## config.mk

```make
export PLATFORM = sky130hd
export DESIGN_NAME = fifo_burst_drain_ctrl
export DESIGN_NICKNAME = d
export VERILOG_FILES = /design/src/rtl/fifo_burst_drain_ctrl.sv
export SDC_FILE = /design/constraint.sdc
export NUM_CORES = 1
export LEC_CHECK = 0
export ABC_AREA = 1
export CAP_MARGIN = 10
export CORE_AREA = 10 10 155 121
export DETAILED_ROUTE_END_ITERATION = 10
export DIE_AREA = 0 0 165 131
export GPL_TIMING_DRIVEN = 0
export PLACE_DENSITY_LB_ADDON = 0.1
export SLEW_MARGIN = 20
export SYNTH_ARGS = -nofsm -noshare
export SYNTH_HDL_FRONTEND = slang
export SYNTH_SLANG_ARGS = --single-unit
```

## constraint.sdc

```tcl
create_clock -name clk -period 3.9 [get_ports clk]
set_input_delay 0.78 -clock clk [delete_from_list [all_inputs] [get_ports clk]]
set_output_delay 0.78 -clock clk [all_outputs]
set_load 0.005 [all_outputs]
```

## src/rtl/fifo_burst_drain_ctrl.sv

```systemverilog
// Read-side DDR burst scheduler for afifo_16i_64o_512 with wrapping frame address.
// Optional macro DRAIN_FLUSH_EN enables short bursts that drain residual words.
module fifo_burst_drain_ctrl #(
  parameter int          DATA_W      = 64,
  parameter int          LEVEL_W     = 13,
  parameter int          BURST_LEN   = 64,
  parameter int          ADDR_W      = 28,
  parameter int unsigned BASE_ADDR   = 0,
  parameter int unsigned FRAME_BYTES = 4147200
) (
  input  logic               clk,
  input  logic               rst,
  input  logic               frame_start,
  input  logic               flush,
  output logic               fifo_rd_en,
  input  logic [DATA_W-1:0]  fifo_rd_data,
  input  logic               fifo_rd_empty,
  input  logic [LEVEL_W-1:0] fifo_rd_water_level,
  output logic               wr_req,
  output logic [ADDR_W-1:0]  wr_addr,
  output logic [7:0]         wr_len,
  input  logic               wr_ack,
  output logic [DATA_W-1:0]  wr_data,
  output logic               wr_data_valid,
  input  logic               wr_data_ready,
  output logic               burst_done,
  output logic               busy
);

  typedef enum logic [1:0] {
    IDLE,
    REQ,
    DATA,
    DONE
  } state_t;

  localparam logic [ADDR_W-1:0] BASE =
    ADDR_W'(BASE_ADDR);
  localparam logic [ADDR_W:0] FRAME_END =
    (ADDR_W+1)'(BASE_ADDR + FRAME_BYTES);

  state_t            state_q;
  state_t            state_d;
  logic              fs_pend;
  logic [8:0]        rd_cnt;
  logic [7:0]        acc_cnt;
  logic              rd_pend;
  logic [1:0]        occ;
  logic [DATA_W-1:0] buf1;

  logic              start_full;
  logic              start_short;
  logic              rd_phase;
  logic              pop;
  logic              room;
  logic [ADDR_W:0]   burst_bytes;
  logic [ADDR_W:0]   addr_sum;
  logic [ADDR_W-1:0] addr_next;

  assign start_full =
    fifo_rd_water_level >= LEVEL_W'(BURST_LEN);

`ifdef DRAIN_FLUSH_EN
  logic flush_pend;
  logic flush_hit;

  assign flush_hit   = flush || flush_pend;
  assign start_short = flush_hit && !start_full &&
                       (fifo_rd_water_level != '0);

  // A flush seen while busy waits for the return to IDLE.
  always_ff @(posedge clk) begin
    if (rst) begin
      flush_pend <= 1'b0;
    end else if (state_q != IDLE) begin
      if (flush) flush_pend <= 1'b1;
    end else if (!start_full) begin
      flush_pend <= 1'b0;
    end
  end
`else
  logic unused_flush;

  assign unused_flush = flush;
  assign start_short  = 1'b0;
`endif

  assign wr_req        = (state_q == REQ);
  assign busy          = (state_q != IDLE);
  assign wr_data_valid = (occ != 2'd0);
  assign pop           = wr_data_valid && wr_data_ready;

  // Reads may start in the ack cycle to reach a 2-cycle first-word latency.
  assign rd_phase = (state_q == DATA) ||
                    ((state_q == REQ) && wr_ack);
  assign room = (3'(occ) + 3'(rd_pend)) <
                (3'd2 + 3'(pop));
  assign fifo_rd_en = rd_phase && room &&
                      !fifo_rd_empty &&
                      (rd_cnt <= {1'b0, wr_len});

  assign burst_done = (state_q == DATA) && pop &&
                      (acc_cnt == wr_len);

  assign burst_bytes =
    (ADDR_W+1)'({1'b0, wr_len} + 9'd1) *
    (ADDR_W+1)'(DATA_W / 8);
  assign addr_sum  = {1'b0, wr_addr} + burst_bytes;
  assign addr_next = (addr_sum >= FRAME_END) ?
                     BASE : addr_sum[ADDR_W-1:0];

  always_comb begin
    state_d = state_q;
    unique case (state_q)
      IDLE: if (start_full || start_short) state_d = REQ;
      REQ:  if (wr_ack) state_d = DATA;
      DATA: if (burst_done) state_d = DONE;
      DONE: state_d = IDLE;
      default: state_d = IDLE;
    endcase
  end

  always_ff @(posedge clk) begin
    if (rst) begin
      state_q <= IDLE;
      wr_addr <= BASE;
      wr_len  <= '0;
      fs_pend <= 1'b0;
      rd_cnt  <= '0;
      acc_cnt <= '0;
      rd_pend <= 1'b0;
      occ     <= '0;
      wr_data <= '0;
      buf1    <= '0;
    end else begin
      state_q <= state_d;
      rd_pend <= fifo_rd_en;
      if (fifo_rd_en) rd_cnt <= rd_cnt + 9'd1;
      if (pop) acc_cnt <= acc_cnt + 8'd1;

      unique case (state_q)
        IDLE: begin
          rd_cnt  <= '0;
          acc_cnt <= '0;
          if (frame_start) wr_addr <= BASE;
          if (start_full)
            wr_len <= 8'(BURST_LEN - 1);
          else if (start_short)
            wr_len <= 8'(fifo_rd_water_level - LEVEL_W'(1));
        end
        REQ, DATA: begin
          if (frame_start) fs_pend <= 1'b1;
        end
        DONE: begin
          wr_addr <= (frame_start || fs_pend) ?
                     BASE : addr_next;
          fs_pend <= 1'b0;
        end
        default: ;
      endcase

      // Skid buffer: wr_data is the head, buf1 the second entry.
      unique case ({rd_pend, pop})
        2'b10: begin
          if (occ == 2'd0) wr_data <= fifo_rd_data;
          else             buf1    <= fifo_rd_data;
          occ <= occ + 2'd1;
        end
        2'b01: begin
          if (occ == 2'd2) wr_data <= buf1;
          occ <= occ - 2'd1;
        end
        2'b11: begin
          if (occ == 2'd2) begin
            wr_data <= buf1;
            buf1    <= fifo_rd_data;
          end else begin
            wr_data <= fifo_rd_data;
          end
        end
        default: ;
      endcase
    end
  end

endmodule

```

======== Word-level counts from Yosys, hierarchy flattened ========
Index checks and enable logic that the tools add are counted.
storage, ports and cells
  register bits after elaboration ......... 180
  input port bits ......................... 84
  output and inout port bits .............. 105
  logic and storage cells ................. 84
operators by class
  $add $sub $neg .......................... 8
  order comparisons ....................... 4
  equality and inequality tests ........... 17
  multiplexer cells ....................... 18
  reductions and logical operators ........ 27
operator list
  cell                                                    count
  2-to-1 mux 64 bit                                       5
  case mux 64 bit (3 select lines)                        1
  case mux 64 bit (2 select lines)                        1
  2-to-1 mux 28 bit                                       3
  case mux 28 bit (2 select lines)                        1
  adder 28 x 10 -> 29 bit                                 1
  >= comparator 29 x 22 -> 1 bit (second input constant)  1
  != test 2 bit (second input constant)                   8
  >= comparator 13 x 7 -> 1 bit (second input constant)   1
  nonzero test 2 bit                                      6
  equality test 2 bit (second input constant)             5
  adder 9 x 1 -> 9 bit (second input constant)            1
  <= comparator 9 x 6 -> 1 bit                            1
  AND reduction 3 bit                                     3
  adder 8 x 1 -> 8 bit (second input constant)            1
  equality test 8 x 6 -> 1 bit                            1
  case mux 2 bit (4 select lines)                         1
  adder 6 x 1 -> 7 bit (second input constant)            1
  logical AND 1 bit                                       7
  2-to-1 mux 2 bit                                        3
  AND reduction 2 bit                                     3
  equality test 2 x 1 -> 1 bit (second input constant)    2
  logical NOT 2 bit                                       2
  case mux 2 bit (2 select lines)                         1
  other kinds (12)                                        14

======== Longest topological paths before layout ========
  word-level depth ........................ 7
  mapped depth ............................ 17
  gate-level depth less buffers ........... 16

======== Worst setup path after synthesis ========
OpenSTA, ideal clock, no wires.
  path type ............................... register to output
  start point ............................. register wr_len[0]
  end point ............................... output fifo_rd_en
  arrival ................................. 1721 ps
  required time ........................... 3120 ps
  path slack .............................. 1399 ps
  stages on the path, launching flop included .. 10
  path buffers ............................ 0
  cells stage by stage .................... dfxtp_1 inv_1 ha_1 nand2_1 o21ai_0 a21oi_1 o21ai_0 nand2_1 nand2_1 inv_1
between the ends
  cells in the longest elaborated chain, start to end .. 2
ends and longest elaborated chain
  what                          RTL line  text
  start: declaration            21        output logic [7:0] wr_len,
  start signal: assignment      147       wr_len <= 8'(BURST_LEN - 1);
  start signal: assignment      149       wr_len <= 8'(fifo_rd_water_level - LEVEL_W'(1));
  <= comparator 9 x 6 -> 1 bit  100       (rd_cnt <= {1'b0, wr_len});
  logical AND 1 bit             99        !fifo_rd_empty &&
  end: declaration              15        output logic fifo_rd_en,
Every way passes these cells.

======== Worst setup path after layout ========
Ends and elaborated chain as after synthesis.

==> qor.yml <==
status: "complete, no violations"
ant_nets: 0
power_leakage_nw: 4.39
synth-seq-cells: 177
peakVddDrop_uv: 389
vias_per_cell: 5.31
grt_pass1_wl_um: 40100
use_met2_pct: 34.4
clock_power_share_pct: 26.7
cts_max_level: 4
clkTransAtPathRegs_ns: 0.07
slew_headroom_pct: 32.5
worstPathArrival_ns: 2.92
worst_ep_required_time_ns: 3.12
combPwrFrac_pct: 34.2
seqPwrFrac_pct: 39.1
tritoncts: "done"
worstSkewPairLatency_ns: 0.44
grt-ovfl-total: 0
ios: 189
mostFrequentLayoutCells: "nand2_1 (194), dfxtp_1 (176), clkdlybuf4s50_1 (176)"
p_int_mw: 4.01
num_rows: 40
clock-root-buffer: "clkbuf_16"
die_w_um: 165
hold_buffers: 0
core_mm2: 0.0157
drtIter0Drc: 594
worst_pin_slew_ns: 1.01
async_flop_share_pct: 0
cts_buffer_depth: 2
drc: 0
drive_gt1_share_pct: 10.3
ys_warn_count: 0
p_sw_mw: 2.03
fin_worst_skew_ns: 0.0165
synth-edff-count: 0
synth_area_mm2: 0.00853
dieArea_mm2: 0.0216
powerDensity_mw_per_mm2: 541
timing.fmax_mhz: 270
dp_hpwl_um: 18500
synth_area_per_cell_um2: 7.25
finalSetupTns_ns: 0
critPathLaunchType: "flip-flop"
port-buffer-count: 176
met1_usage_pct: 30.8
crit_fanout: 10
start_util_pct: 54.3
track_usage_pct: 22.8
grt_pass1_vias: 7991
clock-sinks: 177
drv_cap: 0
crit_type: "reg2out"
mostFrequentLayoutCell: "nand2_1"
ys.flop_type: "dfxtp_1"
netSwitchingFraction_pct: 33.6
rsz0062_at_grt: "no"
total_power_mw: 6.04
gp_routability_congestion: 0.925
antenna_cells: 0
grt_max_degree: 18
fp.dieH_um: 131
wl_um: 24900
end_kind: "output pin"
num-nets-final: 1483
ys_seq_area_share_pct: 41.5
hold_violations: 0
cts_inserted_buffers: 17
areaGrowthSynthToFinish_pct: 30.8
grt_use_met3_pct: 6.78
fill_cells: 1366
syn_inst: 1177
routedWlPerCell_um: 15.6
num_vias: 8501
hold_class: "reg2reg"
period_share_pct: 94.9
drv_slew: 0
drtPass1Iterations: 5
min_period_ns: 3.70
busiest_layer: "met2"
antenna_found_initial: 1
setup_viol: 0
synth.distinct_cells: 34
layout make-up:
type / count / area, um2 / share of cell area [%]
Clock inverter: 14 / 126 / 1.13
Inverter: 140 / 529 / 4.74
Sequential cell: 177 / 3550 / 31.8
Tap cell: 210 / 263 / 2.35
Buffer: 73 / 345 / 3.09
Clock buffer: 18 / 429 / 3.85
Timing Repair Buffer: 178 / 1780 / 15.9
Multi-Input combinational cell: 791 / 4140 / 37.1
Yosys cell counts, types with 3 or more instances:
master    instances  area, um2
nand2_1         195        732
dfxtp_1         177       3540
o21ai_0         145        726
inv_1           136        510
a21oi_1         109        546
a31oi_1          64        400
or2_2            64        400
nor2_1           55        206
clkbuf_1         54        203
nand3_1          41        205
nand4_1          25        156
ha_1             21        263
nor3_1           21        105
buf_4            10       75.1
nand2_2           9       56.3
nor2_2            7       43.8
buf_1             5       18.8
nor2_4            5       56.3
nor3b_1           4       30.0
nor4_1            4       25.0
a211oi_1          3       22.5
buf_6             3       33.8
nand3b_1          3       22.5
final timing paths:
path	slack [ns]	end	from	depth (start not counted)
setup / recovery	0.20	fifo_rd_en	wr_len[0]$_SDFFE_PP0P_	10
hold / removal	0.46	rd_cnt[8]$_SDFFE_PP0P_	rd_cnt[8]$_SDFFE_PP0P_	2
setup reg to reg	0.86	wr_data[8]$_SDFFE_PP0P_	occ[0]$_SDFFE_PP0P_	10
hold reg to reg	0.46	rd_cnt[8]$_SDFFE_PP0P_	rd_cnt[8]$_SDFFE_PP0P_	2
logic make-up (layout without fill, tap and decap cells):
family                   count (synthesis)  count (layout)  share of synthesized area (%)
buffers and inverters                  213             423                           10.2
flip-flops                             177             177                           41.5
XOR/XNOR                                 3               3                          0.308
AO/OA/AOI/OAI                          324             324                           20.1
adder cells (fa/ha/maj)                 21              21                           3.08
other                                    1               5                         0.0439
AND/OR/NAND/NOR                        438             438                           24.8
critical path, cell delays in order, from the launching register on:
cell	delay, ns
dfxtp_4	0.43
clkinvlp_4	0.20
ha_1	0.35
a21oi_1	0.18
o21ai_0	0.13
a21oi_1	0.14
o21ai_0	0.10
nand2_1	0.10
nand2_2	0.14
inv_1	0.18
clkdlybuf4s50_1	0.53
stage by stage:
stage                     instance area, um2  hold WS [ns]  util (%)  setup slack (ns)  std cells
after CTS                              11100         0.455      70.8            0.0739       1599
after global routing                   11200         0.472      71.0            0.0237       1601
after global placement                 10600         0.437      67.3             0.181       1567
after detailed placement               10600         0.444      67.3             0.182       1567
after floorplan                         8550         0.422         -              1.40       1181
final                                  11200         0.458      71.0             0.198       1601
layer usage:
metal	vias up	share of wire (%)
met2	282	44
met4	2	1.4
met1	3878	46
met3	25	8.2
li1	4314	-
met5	-	0.032
timing repair:
item	CTS	global route
gates resized for setup	1	4
endpoints found under the setup margin	1	1
gates cloned	0	0
setup buffers	0	2
endpoints found under the hold margin	0	0
power by group through the flow:
stage | clock network (mW) | registers, mW | logic (mW)
4_1_cts | 1.63 | 2.35 | 2.06
3_5_place_dp | 0 | 2.38 | 2.05
2_1_floorplan | 0 | 2.38 | 0.943
5_1_grt | 1.71 | 2.39 | 2.29
3_3_place_gp | 0 | 2.38 | 2.02
6_report | 1.61 | 2.36 | 2.06
flip-flops by register name, summed over array words and instances, names as in the netlist:
signal and cells:
acc_cnt 8, state_q 2, wr_addr 25, wr_data 64, rd_pend 1, occ 2, wr_len 1, buf1 64
fs_pend 1, rd_cnt 9
Power figures use the tool's default switching activity.
